**src/rtl/elbeth_fetch_unit.sv**
```systemverilog
// ELBETH instruction-fetch stage with IF/ID register: PC, req/ready fetch,
// ID redirect with wrong-path squash, and halt on misaligned redirect target.
module elbeth_fetch_unit #(
   parameter logic [31:0] RESET_PC  = 32'h0000_0000,
   parameter logic [31:0] NOP_INSTR = 32'h0000_0013
) (
   input  logic        clk,
   input  logic        rst,
   input  logic [31:0] pc_branch,
   input  logic        branch_taken,
   input  logic        id_stall,
   output logic        imem_req,
   output logic [31:0] imem_addr,
   input  logic [31:0] imem_data,
   input  logic        imem_ready,
   output logic [31:0] if_pc,
   output logic [31:0] if_instruction,
   output logic        if_valid,
   output logic        if_misaligned
);

   // state   | meaning
   // S_BOOT  | one idle cycle after reset release, no fetch
   // S_FETCH | fetching; IF/ID updated per stall/redirect/ready priority
   // S_HALT  | misaligned redirect taken; frozen until reset
   typedef enum logic [1:0] {S_BOOT, S_FETCH, S_HALT} state_t;

   state_t      state, state_n;
   logic [31:0] pc, pc_n;
   logic [31:0] if_pc_n, if_instruction_n;
   logic        if_valid_n, if_misaligned_n;

   always_ff @(posedge clk or posedge rst) begin
      if (rst) begin
         state          <= S_BOOT;
         pc             <= RESET_PC;
         if_pc          <= 32'h0000_0000;
         if_instruction <= NOP_INSTR;
         if_valid       <= 1'b0;
         if_misaligned  <= 1'b0;
      end else begin
         state          <= state_n;
         pc             <= pc_n;
         if_pc          <= if_pc_n;
         if_instruction <= if_instruction_n;
         if_valid       <= if_valid_n;
         if_misaligned  <= if_misaligned_n;
      end
   end

   always_comb begin
      state_n          = state;
      pc_n             = pc;
      if_pc_n          = if_pc;
      if_instruction_n = if_instruction;
      if_valid_n       = if_valid;
      if_misaligned_n  = if_misaligned;
      imem_req         = 1'b0;
      case (state)
         S_BOOT: state_n = S_FETCH;
         S_FETCH: begin
            imem_req = ~id_stall;
            // A stall masks the redirect: ID re-resolves the branch on release.
            if (id_stall) begin
               state_n = S_FETCH;
            end else if (branch_taken) begin
               pc_n             = pc_branch;
               if_valid_n       = 1'b0;
               if_instruction_n = NOP_INSTR;
               if (pc_branch[1:0] != 2'b00) begin
                  if_misaligned_n = 1'b1;
                  state_n         = S_HALT;
               end
            end else if (imem_ready) begin
               if_instruction_n = imem_data;
               if_pc_n          = pc;
               if_valid_n       = 1'b1;
               pc_n             = pc + 32'd4;
            end else begin
               if_valid_n       = 1'b0;
               if_instruction_n = NOP_INSTR;
            end
         end
         S_HALT: if_valid_n = 1'b0;
         default: state_n = S_BOOT;
      endcase
   end

   assign imem_addr = pc;

endmodule

```
**config.mk**
```make
export PLATFORM = sky130hd
export DESIGN_NAME = elbeth_fetch_unit
export DESIGN_NICKNAME = d
export VERILOG_FILES = /design/src/rtl/elbeth_fetch_unit.sv
export SDC_FILE = /design/constraint.sdc
export NUM_CORES = 1
export LEC_CHECK = 0
export CAP_MARGIN = 20
export CORE_MARGIN = 3
export CORE_UTILIZATION = 37
export CTS_CLUSTER_SIZE = 8
export DETAILED_ROUTE_END_ITERATION = 16
export PLACE_DENSITY_LB_ADDON = 0.3
export SKIP_CTS_REPAIR_TIMING = 1
export SLEW_MARGIN = 5
export SYNTH_ARGS = -nofsm -noshare
export SYNTH_HDL_FRONTEND = slang
export SYNTH_SLANG_ARGS = --single-unit
```
**constraint.sdc**
```tcl
create_clock -name clk -period 3.5 [get_ports clk]
set_clock_uncertainty 0.05 [all_clocks]
set_input_delay 1.05 -clock clk [delete_from_list [all_inputs] [get_ports clk]]
set_output_delay 1.05 -clock clk [all_outputs]
set_load 0.03 [all_outputs]
```
# Word level (Yosys, flattened, before mapping)
# Cells that the tools add are included.
[totals] output_inout_bits=99 ramBits=0 memories=0 inputBits=69 regBits=100 latch_bits=0 rom_bits=0 wordCells=38
[classes] n_addsub=1 multipliers=0 bitwise=3 div_mod_pow=0 shifts=0 magnitude_cmp=0 n_mux=13 reduce_logical=10 n_eq_ne=5
[op_table] operator="$mux 32" count=4
[op_table] operator="$add 32x3->32 const B" count=1
[op_table] operator="$reduce_and 4->1" count=2
[op_table] operator="$mux 2" count=3
[op_table] operator="$ne 3x3->1 const B" count=2
[op_table] operator="$pmux 2 s3" count=1
[op_table] operator="$reduce_and 3->1" count=2
[op_table] operator="$reduce_bool 2->1" count=3
[op_table] operator="$mux 1" count=4
[op_table] operator="$reduce_and 2->1" count=2
[op_table] operator="$not 1->1" count=3
[op_table] operator="$eq 2x1->1 const B" count=1
[op_table] operator="$eq 2x2->1 const B" count=1
[op_table] operator="$logic_not 2->1" count=1
[op_table] operator="$ne 2x2->1 const B" count=1
[op_table] operator="$pmux 1 s2" count=1

# Logic depth before layout (Yosys ltp)
[logic_depth] ltp_word=5 ltp_mapped=8 depth_no_buf=6

# Worst setup path after synthesis
# OpenSTA, ideal clock, no wires.
[synth_timing] path_kind="input to output" start="in id_stall" end="out imem_req" setup_slack_ps=332 arrival_ps=2068 stages=5 t_required_ps=2400 n_path_buf=3 path_cell_list="or3b_1 -> clkbuf_1 -> inv_2 -> buf_2 -> buf_2"
[synth_via] elab_chain_len=2
[synth_rtl] element="start, declared" line_no="11" rtl="input logic id_stall,"
[synth_rtl] element="$not 1->1 (no line)"
[synth_rtl] element="$mux 1" line_no="59" rtl="case (state)"
[synth_rtl] element="end, declared" line_no="12" rtl="output logic imem_req,"
# No other way between the ends.

# Worst setup path in the final report
# Ends and elaborated chain as after synthesis.

==> results.yml <==
run_status:
  status: "completed"
sta:
  finalSetupViolations: 0
  rsz0062_at_grt: "no"
  drv_slew: 0
  min_period_ns: 3.32
  timing_hold_violations_final: 0
  slew_headroom_pct: 55.3
  fin_tns_setup_ns: 0
  max_freq_mhz: 302
  fin_crit_sh_pct: 94.7
  tightest_slew_ns: 0.669
power_and_ir_drop:
  ir_worst_vdd_mv: 0.373
  seq_power_share_pct: 38.0
  internal_power_uw: 2830
  p_leak_uw: 0.00293
  p_comb_share_pct: 40.7
  switchingPower_uw: 1820
  pwr-share-clk_pct: 21.3
  power_density_nw_per_um2: 682
  sw_frac_of_total_pct: 39.1
min_path:
  hold_depth: 1
  hp-class: "register to register"
routing:
  vias: 4293
  post_drt_wl_per_cell_um: 17.5
  viasPerCell: 5.31
  wirelength_um: 14100
  drt.antenna.violating_nets: 0
  drc: 0
  drt-initial-drc-count: 260
  first_pass_iters: 5
synth:
  synth_xor_area_share_pct: 0
  synth_top_family_by_area: "simple AND/OR/NAND/NOR gates"
  synth-simple-area-share_pct: 20.1
  ys_seq_elements: 100
  synth_mux_area_share_pct: 2.82
  seq_area_frac_synth_pct: 54.3
  syn-num-nets: 543
  syn_area_sq_um: 4620
  synthAdderAreaFrac_pct: 0.271
  synth_flop_cell: "dfrtp_1"
  synth-async-reset-ratio_pct: 100
  synth_edf_count: 0
  avgSynthCellArea_sq_um: 9.76
  ys_warn_count: 0
  yosysUniqueCellTypes: 55
  syn_inst: 473
  synth_compound_area_share_pct: 18.5
clock_network:
  htree_levels: 3
  cts_tree: "done"
  cts-root-buf: "clkbuf_16"
  clk_pin_slew_ns: 0.06
  cts.sinks: 100
  cts_buffer_depth: 2
  numCtsBuffers: 9
  clk-insertion-delay-late_ns: 0.34
die:
  core_sq_um: 12100
  die_area_sq_um: 13900
  die_w_um: 118
  start_util_pct: 38.1
  ios: 168
  die_y_um: 118
  std_cell_rows: 40
cells_and_area:
  fin_nets: 706
  insertedDiodeCount: 0
  final_cells: 809
  syn_to_final_growth_pct: 47.4
  fin_util_pct: 56.2
  drive_above_1_share_pct: 8.11
setup_path:
  timing_worst_setup_path_type: "primary input to primary output"
  crit_path_end_kind: "primary output"
  cp_data_required_time_ns: 2.40
  worstPathArrival_ns: 2.22
  worstPathMaxFanout: 2
  worstSetupStartpointType: "primary input"
  slowest_stage: "or3b_2"
  reg2regPathDepth: 5
  slowest_delay_ns: 0.48
  cp_cell_sequence: "clkdlybuf4s50_1 > or3b_2 > inv_2 > buf_4"
place:
  hpwl_um: 10200
  dpl.cell_count: 793
  place.gp.congestion: 0.825
  portBuffers: 167
grt:
  first_global_vias: 4398
  grt.overflow.total: 0
  grt_usage_pct: 20.7
  grt_pass1_wl_um: 23200
  grt_max_degree: 51
  antenna_found_initial: 0
job:
  maxCapViolCount: 0
-- cells by family (layout without fill, tap and decap cells) --
| family | Yosys count | count (layout) |
|---|---|---|
| muxes | 12 | 12 |
| adders and majority gates | 1 | 1 |
| DFF | 100 | 100 |
| AOI/OAI and AO/OA | 126 | 126 |
| buffers and inverters | 43 | 211 |
| and+or+nand+nor | 191 | 191 |
-- Yosys cell counts (all sizes together) (4+ instances only) --
master  number  share of area (%)
a211oi       4               0.65
dfrtp       97                 53
o22a         6                1.1
a21oi       24                2.6
mux2         5                1.3
clkbuf      18                1.5
a22o        29                5.5
nand4        4               0.68
a31oi        4               0.54
nor2        17                1.4
nand3       17                2.5
o21ai       35                3.8
buf         15                1.8
nor3        15                1.6
or3          4               0.65
nor4         7                1.3
inv         10               0.81
and3         9                1.2
nand2      106                8.8
mux2i        7                1.5
-- final timing paths --
path / from / end / slack [ns]
max: id_stall / imem_req / 0.18
min: state[1] / state[0] / 0.41
max reg2reg: imem_addr[4] / imem_addr[31] / 1.26
min reg2reg: state[1] / state[0] / 0.41
max in group asynchronous: rst / if_instruction[17] / 1.54
min in group asynchronous: rst / imem_addr[31] / 1.11
-- per-stage QoR --
| stage | total power, uW | setup WS, ns | area (sq um) | hold WS [ns] |
|---|---|---|---|---|
| 5_1_grt | 4880 | 0.145 | 6810 | 0.429 |
| 6_report | 4650 | 0.184 | 6810 | 0.408 |
| 2_1_floorplan | 2780 | 0.332 | 4620 | 0.370 |
| 3_5_place_dp | 3680 | 0.173 | 6520 | 0.399 |
| 3_3_place_gp | 3640 | 0.169 | 6520 | 0.380 |
| 4_1_cts | 4680 | 0.170 | 6810 | 0.408 |
-- layout make-up --
type / count / area (sq um)
repair buffers: 185 / 1830
flip-flops and latches: 100 / 2510
clock buffers: 14 / 254
clock inverters: 2 / 35.0
multi-input cells: 330 / 1930
fillers: 1112 / 5310
well taps: 168 / 210
inverters: 10 / 41.3
-- critical path, delay by kind of cell --
family	cells	cell delay [ns]
buffers and inverters	3	0.69
AND/OR/NAND/NOR	1	0.48
-- flip-flops by register name (all words and copies together) (netlist names) --
signal / cells
if_instruction: 32
if_misaligned: 1
if_pc: 32
if_valid: 1
imem_addr: 32
state: 2
-- layer usage --
layer | global-route usage [%] | wire length [um] | vias up
li1 | - | - | 2022
met1 | 26.6 | 6030 | 2110
met2 | 34.4 | 7030 | 143
met3 | 4.32 | 817 | 18
met4 | 7.99 | 257 | 0
met5 | 0 | 0 | -
-- cell usage in the layout, fill, tap and decap left out, types with 4 or more instances in the layout --
| cell type | Yosys | final |
|---|---|---|
| clkdlybuf4s50_1 | 0 | 166 |
| nand2_1 | 104 | 104 |
| dfrtp_1 | 97 | 97 |
| o21ai_0 | 35 | 35 |
| a22o_1 | 29 | 29 |
| a21oi_1 | 24 | 24 |
| nor2_1 | 17 | 17 |
| buf_4 | 4 | 17 |
| nor3_1 | 15 | 15 |
| nand3_1 | 14 | 13 |
| clkbuf_16 | 0 | 9 |
| inv_1 | 9 | 8 |
| and3_1 | 9 | 8 |
| mux2i_1 | 7 | 7 |
| o22a_1 | 6 | 6 |
| nor4_1 | 6 | 6 |
| a211oi_1 | 4 | 4 |
| a31oi_1 | 4 | 4 |
| clkbuf_1 | 18 | 4 |
-- power groups by stage --
stage	clock network, uW	registers (uW)	logic (uW)
floorplan	0	2300	478
global placement	0	1770	1870
detailed placement	0	1770	1900
CTS	1010	1760	1910
global route	1060	1810	2010
finish	989	1760	1890
No activity file was read; power rests on OpenSTA's default activity.
